### config.mk
export PLATFORM = sky130hd
export DESIGN_NAME = a2d_scan_seq_flat
export DESIGN_NICKNAME = d
export VERILOG_FILES = /design/src/rtl/a2d_scan_seq_if.sv /design/src/rtl/a2d_scan_seq.sv /design/src/flat_wrapper.sv
export SDC_FILE = /design/constraint.sdc
export NUM_CORES = 1
export LEC_CHECK = 0
export ABC_AREA = 1
export ABC_CLOCK_PERIOD_IN_PS = 15600
export CAP_MARGIN = 20
export CORE_ASPECT_RATIO = 2
export CORE_MARGIN = 2
export CORE_UTILIZATION = 39
export DETAILED_ROUTE_END_ITERATION = 6
export GPL_ROUTABILITY_DRIVEN = 0
export PLACE_DENSITY_LB_ADDON = 0.2
export REMOVE_ABC_BUFFERS = 1
export SLEW_MARGIN = 30
export SYNTH_ARGS = -nofsm -noshare
export SYNTH_HDL_FRONTEND = slang
export SYNTH_SLANG_ARGS = --single-unit
### constraint.sdc
create_clock -name clk -period 15.6 [get_ports clk]
set_input_delay 3.12 -clock clk [delete_from_list [all_inputs] [get_ports clk]]
set_output_delay 3.12 -clock clk [all_outputs]
set_load 0.02 [all_outputs]
### src/rtl/a2d_scan_seq_if.sv
// Signal bundle between the A2D scan sequencer, the A2D SPI front end and the result readers.
// The sequencer takes the master modport; the environment side takes the slave modport.
interface a2d_scan_seq_if;
    logic        en;
    logic        strt_cnv;
    logic [2:0]  chnnl;
    logic        cnv_cmplt;
    logic [11:0] res;
    logic [2:0]  rd_chnl;
    logic [11:0] rd_data;
    logic        scan_done;
    logic        tmo_err;
    logic        ovr_err;
    logic        clr_err;

    modport master (
        input  en, cnv_cmplt, res, rd_chnl, clr_err,
        output strt_cnv, chnnl, rd_data, scan_done, tmo_err, ovr_err
    );

    modport slave (
        output en, cnv_cmplt, res, rd_chnl, clr_err,
        input  strt_cnv, chnnl, rd_data, scan_done, tmo_err, ovr_err
    );
endinterface

### src/rtl/a2d_scan_seq.sv
// Periodic A2D channel scanner: requests 2^AVG_SHIFT conversions per channel, averages
// them into a per-channel result bank, and flags conversion timeouts and scan overruns.
module a2d_scan_seq #(
    parameter int NUM_CHNL  = 8,
    parameter int PERIOD    = 50000,
    parameter int AVG_SHIFT = 2,
    parameter int TIMEOUT   = 4096
) (
    input  logic           clk,
    input  logic           rst,
    a2d_scan_seq_if.master bus
);
    localparam int CNT_W = $clog2(PERIOD);
    localparam int TMO_W = $clog2(TIMEOUT);
    localparam int ACC_W = 12 + AVG_SHIFT;

    localparam logic [CNT_W-1:0] CNT_LAST  = CNT_W'(PERIOD - 1);
    localparam logic [TMO_W-1:0] TMO_LAST  = TMO_W'(TIMEOUT - 2);
    localparam logic [3:0]       SAMP_LAST = 4'((1 << AVG_SHIFT) - 1);
    localparam logic [2:0]       CH_LAST   = 3'(NUM_CHNL - 1);

    typedef enum logic [1:0] {
        IDLE,
        START,
        WAIT,
        STORE
    } state_e;

    state_e           state_q, state_d;
    logic [CNT_W-1:0] cnt_q, cnt_d;
    logic [2:0]       ch_q, ch_d;
    logic [3:0]       samp_q, samp_d;
    logic [ACC_W-1:0] acc_q, acc_d;
    logic [TMO_W-1:0] tmo_cnt_q, tmo_cnt_d;
    logic             tmo_hit_q, tmo_hit_d;
    logic             tmo_err_q, tmo_err_d;
    logic             ovr_err_q, ovr_err_d;
    logic [11:0]      result_q [8];

    logic             tick;
    logic             set_tmo;
    logic             set_ovr;
    logic             wr_en;
    logic [11:0]      wr_data;
    logic             scan_done;
    logic [11:0]      avg;

    assign tick    = (cnt_q == CNT_LAST);
    assign set_ovr = tick && (state_q != IDLE);
    assign avg     = 12'(acc_q >> AVG_SHIFT);

    always_comb begin
        cnt_d = '0;
        if (bus.en && !tick) begin
            cnt_d = cnt_q + CNT_W'(1);
        end
    end

    // NOTE: every variable gets its default before the case so no path leaves it
    // unassigned; a missing default here would infer a latch.
    always_comb begin
        state_d   = state_q;
        ch_d      = ch_q;
        samp_d    = samp_q;
        acc_d     = acc_q;
        tmo_cnt_d = tmo_cnt_q;
        tmo_hit_d = tmo_hit_q;
        set_tmo   = 1'b0;
        wr_en     = 1'b0;
        wr_data   = avg;
        scan_done = 1'b0;

        case (state_q)
            IDLE: begin
                if (tick) begin
                    state_d = START;
                    ch_d    = '0;
                    samp_d  = '0;
                    acc_d   = '0;
                end
            end
            START: begin
                state_d   = WAIT;
                tmo_cnt_d = '0;
                tmo_hit_d = 1'b0;
            end
            WAIT: begin
                if (bus.cnv_cmplt) begin
                    acc_d = acc_q + ACC_W'(bus.res);
                    if (samp_q == SAMP_LAST) begin
                        state_d = STORE;
                    end else begin
                        samp_d  = samp_q + 4'd1;
                        state_d = START;
                    end
                end else if (tmo_cnt_q == TMO_LAST) begin
                    // Abandon when this cycle's increment would reach TIMEOUT-1; the
                    // saturated code goes in now and STORE leaves it alone.
                    set_tmo   = 1'b1;
                    tmo_hit_d = 1'b1;
                    wr_en     = 1'b1;
                    wr_data   = 12'hFFF;
                    state_d   = STORE;
                end else begin
                    tmo_cnt_d = tmo_cnt_q + TMO_W'(1);
                end
            end
            STORE: begin
                wr_en = !tmo_hit_q;
                if (ch_q == CH_LAST) begin
                    scan_done = 1'b1;
                    state_d   = IDLE;
                end else begin
                    ch_d    = ch_q + 3'd1;
                    samp_d  = '0;
                    acc_d   = '0;
                    state_d = START;
                end
            end
            default: state_d = IDLE;
        endcase
    end

    // Set wins over a simultaneous clear.
    assign tmo_err_d = set_tmo | (tmo_err_q & ~bus.clr_err);
    assign ovr_err_d = set_ovr | (ovr_err_q & ~bus.clr_err);

    // NOTE: state registers use non-blocking assignments so every flop samples the
    // pre-edge values, independent of the order the simulator runs the blocks.
    always_ff @(posedge clk or posedge rst) begin
        if (rst) begin
            state_q   <= IDLE;
            cnt_q     <= '0;
            ch_q      <= '0;
            samp_q    <= '0;
            acc_q     <= '0;
            tmo_cnt_q <= '0;
            tmo_hit_q <= 1'b0;
            tmo_err_q <= 1'b0;
            ovr_err_q <= 1'b0;
        end else begin
            state_q   <= state_d;
            cnt_q     <= cnt_d;
            ch_q      <= ch_d;
            samp_q    <= samp_d;
            acc_q     <= acc_d;
            tmo_cnt_q <= tmo_cnt_d;
            tmo_hit_q <= tmo_hit_d;
            tmo_err_q <= tmo_err_d;
            ovr_err_q <= ovr_err_d;
        end
    end

    // NOTE: the result bank is reset because readers must see 0 after reset; this
    // keeps it in flops rather than a RAM macro, which is fine at eight words.
    always_ff @(posedge clk or posedge rst) begin
        if (rst) begin
            for (int i = 0; i < 8; i++) begin
                result_q[i] <= '0;
            end
        end else if (wr_en) begin
            result_q[ch_q] <= wr_data;
        end
    end

    assign bus.strt_cnv  = (state_q == START);
    assign bus.chnnl     = ch_q;
    assign bus.scan_done = scan_done;
    assign bus.tmo_err   = tmo_err_q;
    assign bus.ovr_err   = ovr_err_q;
    assign bus.rd_data   = ({1'b0, bus.rd_chnl} < 4'(NUM_CHNL)) ? result_q[bus.rd_chnl] : 12'h000;
endmodule
### src/flat_wrapper.sv
// flat-port wrapper written by rule: the top's interface ports become plain ports
module a2d_scan_seq_flat 
#(
    parameter int NUM_CHNL  = 8,
    parameter int PERIOD    = 50000,
    parameter int AVG_SHIFT = 2,
    parameter int TIMEOUT   = 4096
)
  (clk, rst, bus_en, bus_cnv_cmplt, bus_res, bus_rd_chnl, bus_clr_err, bus_strt_cnv, bus_chnnl, bus_rd_data, bus_scan_done, bus_tmo_err, bus_ovr_err);
  a2d_scan_seq_if bus_i ();
  input  logic clk;
  input  logic rst;
  input wire logic [$bits(bus_i.en)-1:0] bus_en;
  input wire logic [$bits(bus_i.cnv_cmplt)-1:0] bus_cnv_cmplt;
  input wire logic [$bits(bus_i.res)-1:0] bus_res;
  input wire logic [$bits(bus_i.rd_chnl)-1:0] bus_rd_chnl;
  input wire logic [$bits(bus_i.clr_err)-1:0] bus_clr_err;
  output wire logic [$bits(bus_i.strt_cnv)-1:0] bus_strt_cnv;
  output wire logic [$bits(bus_i.chnnl)-1:0] bus_chnnl;
  output wire logic [$bits(bus_i.rd_data)-1:0] bus_rd_data;
  output wire logic [$bits(bus_i.scan_done)-1:0] bus_scan_done;
  output wire logic [$bits(bus_i.tmo_err)-1:0] bus_tmo_err;
  output wire logic [$bits(bus_i.ovr_err)-1:0] bus_ovr_err;
  assign bus_i.en = bus_en;
  assign bus_i.cnv_cmplt = bus_cnv_cmplt;
  assign bus_i.res = bus_res;
  assign bus_i.rd_chnl = bus_rd_chnl;
  assign bus_i.clr_err = bus_clr_err;
  assign bus_strt_cnv = bus_i.strt_cnv;
  assign bus_chnnl = bus_i.chnnl;
  assign bus_rd_data = bus_i.rd_data;
  assign bus_scan_done = bus_i.scan_done;
  assign bus_tmo_err = bus_i.tmo_err;
  assign bus_ovr_err = bus_i.ovr_err;
  a2d_scan_seq #(.NUM_CHNL(NUM_CHNL), .PERIOD(PERIOD), .AVG_SHIFT(AVG_SHIFT), .TIMEOUT(TIMEOUT)) u_core (.clk(clk), .rst(rst), .bus(bus_i));
endmodule
# ---- Word-level counts from Yosys, hierarchy flattened
# Index checks and enable logic that the tools add are counted.
dict set report op_classes {
  n_addsub 5
  n_lt_le_gt_ge 3
  eq_ne 15
  n_mux 40
  bitwise 7
  reduce_logical 16
}
# operator count
set ops {}
lappend ops {{96-bit bitwise mux} 1}
lappend ops {{12-bit two-way mux} 8}
lappend ops {{14-bit two-way mux} 3}
lappend ops {{14-bit one-hot mux with 3 select lines} 1}
lappend ops {{12-bit binary-select mux with 3-bit select} 1}
lappend ops {{12-bit demux with 3-bit select} 1}
lappend ops {{12-bit one-hot mux with 2 select lines} 1}
lappend ops {{16-bit by 1-bit adder with 16-bit output, second input constant} 1}
lappend ops {{16-bit == test, second input constant} 1}
lappend ops {{16-bit two-way mux} 1}
lappend ops {{4-bit two-way mux} 4}
lappend ops {{14-bit by 12-bit adder with 14-bit output} 1}
lappend ops {{12-bit by 1-bit adder with 12-bit output, second input constant} 1}
lappend ops {{12-bit == test, second input constant} 1}
lappend ops {{4-bit one-hot mux with 3 select lines} 1}
lappend ops {{2-bit != test, second input constant} 5}
lappend ops {{3-bit AND reduction} 3}
lappend ops {{4-bit greater-or-equal comparator, second input constant} 2}
lappend ops {{1-bit two-way mux} 8}
lappend ops {{2-bit two-way mux} 4}
lappend ops {{3-bit NOT with 4-bit output} 2}
lappend ops {{2-bit one-hot mux with 4 select lines} 1}
lappend ops {{3-bit two-way mux} 2}
lappend ops {{3-bit one-hot mux with 2 select lines} 1}
lappend ops {{21 further kinds} 31}
dict set report totals {
  regBits 150
  inputBits 20
  elab_cells 103
}

# ---- Depth between registers and ports, before layout
dict set report logic_depth {
  ltp_word 6
  ltp_mapped 12
}

# ---- Least setup slack after synthesis
# No wires, ideal clock.
dict set report synth_timing {
  path_kind {input -> output}
  startpoint {in bus_rd_chnl[0]}
  endpoint {out bus_rd_data[10]}
  arrival_ns 4.153
  required_time_ns 12.480
  slack_ns 8.327
  path_stages 7
  path_cell_list {inv_1 > clkbuf_1 > clkbuf_1 > nor2_1 > o32ai_1 > nand2_1 > nand2_1}
}
dict set report synth_between {
  elab_chain_len 4
}
# item line_no
set synth_lines {}
lappend synth_lines {{start: declaration} flat_wrapper.sv:16} ;# input wire logic [$bits(bus_i.rd_chnl)-1:0] bus_rd_chnl;
lappend synth_lines {{3-bit NOT with 4-bit output (not written as such)} a2d_scan_seq.sv:171} ;# assign bus.rd_data = ({1'b0, bus.rd_chnl} < 4'(NUM_CHNL)) ? result_q[bus.rd_chnl] : 12'h000;
lappend synth_lines {{12-bit binary-select mux with 3-bit select} a2d_scan_seq.sv:171}
lappend synth_lines {{12-bit two-way mux (not written as such) (2 in a row)} a2d_scan_seq.sv:171}
lappend synth_lines {{end: declaration} flat_wrapper.sv:20} ;# output wire logic [$bits(bus_i.rd_data)-1:0] bus_rd_data;
# No other way between the ends. The select of a mux whose other input is x is not followed.

# ---- Worst setup path after layout
dict set report layout_timing {
  startpoint {in bus_rd_chnl[0]}
  endpoint {out bus_rd_data[1]}
}
# The elaborated chain is that of the path after synthesis.

==> impl_metrics.csv <==
group,metric,value,unit
status,run_status,"finished, final reports clean",
clock_tree,h-tree-depth,4,
clock_tree,cts_buffers,17,
die,core,19700,sq um
placement,port_buffers,38,
setup_path,criticalPathCategory,"in -> out",
detailed_routing,drc,0,
setup_path,required,12.48,ns
setup_path,path_depth,9,
cells_and_area,n_antenna_cell,0,
setup_path,end_kind,"primary output",
clock_tree,clockBufferDepth,2,
detailed_routing,vias,6502,
synthesis,synth_compound_area_share,14.5,%
placement,dpl.hpwl,14.3,mm
synthesis,yosysUniqueCellTypes,39,
synthesis,synthXorXnorAreaFrac,1.68,%
setup_path,cp_max_fo,49,
global_route,grt_overflow,0,
sta,finalCritPeriodShare,57.8,%
detailed_routing,wire_per_inst,16.0,microns
cells_and_area,nets,1045,
global_route,first_global_vias,6813,
clock_tree,clock_latency,0.44,ns
sta,hold_violations,0,
pwr,p_leak,4.13,nW
clock_tree,cts_resized,0,
synthesis,post_synth_fa_ha_maj_area_fraction,3.14,%
pwr,ir_drop,0.0000977,V
clock_tree,cts.sinks,150,
pwr,total_power,1.37,mW
cells_and_area,final_common_cell,"nand2_1",
run,maxCapViolCount,0,
synthesis,synth.ff_latch_count,150,
global_route,grt_antenna_before_repair,0,
die,die-area,21200,sq um
detailed_routing,highest_layer,"met4",
die,die_y,204,microns
setup_path,crit_chain,"clkdlybuf4s50_1 -> buf_4 -> inv_1 -> buf_4 -> nor2_1 -> o32ai_1 -> nand2_1 -> nand2_1 -> clkdlybuf4s50_1",
global_route,grt_pass1_wl,34.4,mm
clock_tree,hold_buffers,0,
setup_path,crit_buf_inv,5,
setup_path,slowest_delay,0.60,ns
detailed_routing,via_per_inst,5.08,
sta,fmax,0.111,GHz
global_route,grtUsageTotal,20.7,%
global_route,grt_start_max_net_pins,91,
sta,rsz0062_at_grt,"no",
die,start_util,39.6,%
synthesis,syn_avg_cell_area,7.95,sq um
detailed_routing,drt_wl_total,20.5,mm
die,io_pins,39,
setup_path,reg2reg_depth,9,
pwr,p_per_area,153,nW/um^2
cells_and_area,fin_util,45.3,%
detailed_routing,wl_met3,657,microns
synthesis,yosysSeqAreaShare,48.0,%
synthesis,synthMuxAreaShare,0,%
die,rows,73,
detailed_routing,m1WireLength,7.76,mm
synthesis,syn_area,7810,sq um
synthesis,synthTopCellsByArea,"dfrtp_1 (48%), nand2_1 (13%), nor2_1 (7.4%)",
detailed_routing,first_iter_violations,268,
detailed_routing,dr_wl_met2,11.4,mm
cells_and_area,syn_to_final_growth,14.3,%
sta,setup_viol,0,
sta,max_slew.worst_pin.slew,0.862,ns
sta,maxSlewViolCount,0,
clock_tree,cts_tree,"built",
synthesis,synth_top_area_cell,"dfrtp_1",
synthesis,postSynthCellCount,983,
setup_path,critPathSlowestCell,"clkdlybuf4s50_1",
setup_path,cpLargestDelayFamily,"buffers and inverters",
synthesis,synth_top_family_by_area,"simple AND/OR/NAND/NOR gates",
min_path,hold_depth,1,
detailed_routing,dr.pass1.iters,4,
die,fp.dieW,104,microns
clock_tree,cts_root_buf,"clkbuf_16",
cells_and_area,final_cell_mix,"nand2_1 (273), nor2_1 (154), dfrtp_1 (150)",
synthesis,yosys.area_share.simple,26.4,%
synthesis,ys_warn_count,0,
synthesis,netlist.area_leader.share,48.0,%
min_path,min-delay-path-class,"reg -> reg",
clock_tree,clk_pin_slew_worst_paths,0.06,ns
sta,finalCriticalPeriod,9.02,ns
cells_and_area,fillers,2069,
sta,setup_tns,0,ns
setup_path,cp-start-kind,"primary input",
detailed_routing,ant_nets,0,
setup_path,worstPathArrival,5.90,ns
sta,maxSlewHeadroom,42.3,%
sta,skew,0.00990,ns
clock_tree,cts_setup_buffers,0,
cells_and_area,layout-drive-gt1-share,6.08,%
-- report_power, final --
part,internal [mW],total [mW],switching (mW)
Combinational,0.133,0.413,0.280
Clock,0.263,0.430,0.167
Sequential,0.466,0.524,0.0588
Total,0.862,1.37,0.506
-- logic make-up (layout without fill, tap and decap cells) --
kind of cell,count (synthesis),count (layout)
fa+ha+maj,19,19
compound gates,198,198
xor+xnor,15,15
simple gates,499,499
flops,150,150
buf+inv,102,138
-- sequential cells by signal (all words and copies together) (netlist names) --
register,flops
u_core.acc_q,14
u_core.bus.chnnl,3
u_core.bus.ovr_err,1
u_core.bus.tmo_err,1
u_core.cnt_q,16
u_core.result_q,96
u_core.samp_q,4
u_core.state_q,2
u_core.tmo_cnt_q,12
u_core.tmo_hit_q,1
-- through the flow --
stage	hold WS (ns)	cells	cell area [sq um]	setup WS (ns)
after floorplan	0.433	944	7570	8.13
after global placement	0.459	1249	8320	6.61
after detailed placement	0.468	1249	8320	6.56
after CTS	0.476	1281	8930	6.55
after global routing	0.510	1281	8930	6.35
final	0.474	1281	8930	6.58
-- final timing paths --
path,to,slack [ns],start
hold reg to reg,u_core.cnt_q[0],0.47,u_core.cnt_q[0]
setup / recovery,bus_rd_data[1],6.58,bus_rd_chnl[0]
min in group asynchronous,u_core.cnt_q[6],3.22,rst
hold / removal,u_core.cnt_q[0],0.47,u_core.cnt_q[0]
setup reg to reg,u_core.samp_q[2],13.00,u_core.bus.chnnl[0]
max in group asynchronous,u_core.acc_q[11],11.03,rst
-- layer usage --
layer | track usage, % | vias up
li1 | - | 3274
met1 | 21.1 | 3082
met2 | 40.0 | 104
met3 | 4.27 | 42
met4 | 9.27 | 0
met5 | 0 | -
-- synthesized netlist by cell type --
cell type	instances
o22ai_1	3
clkinv_1	1
a21oi_1	19
or2_2	3
o21ai_0	46
nand3_1	27
nand2_4	9
buf_4	1
o21ai_4	1
o21ai_2	4
o32ai_1	24
inv_1	59
a31oi_1	1
nand2_1	273
buf_6	12
nor4_1	1
o21bai_1	2
nand3b_1	2
clkbuf_1	20
buf_1	1
nor2_1	154
nand4_1	12
dfrtp_1	150
xor2_1	11
a22o_1	1
o21a_1	1
ha_1	18
nor3b_1	1
a21o_1	1
inv_2	3
xnor2_1	4
o31ai_1	3
nor2_2	1
o21ai_1	92
fa_1	1
nor3_1	13
nor2_4	2
buf_2	5
nand3_2	1
-- layout make-up --
class	count	area [sq um]	share of cell area, %
Clock buffer	20	467	5.22
Clock inverter	12	150	1.68
Inverter	63	241	2.70
Multi-Input combinational cell	731	3580	40.0
Sequential cell	150	3750	42.0
Tap cell	262	328	3.67
Timing Repair Buffer	43	418	4.68
(Power assumes the default switching activity.)
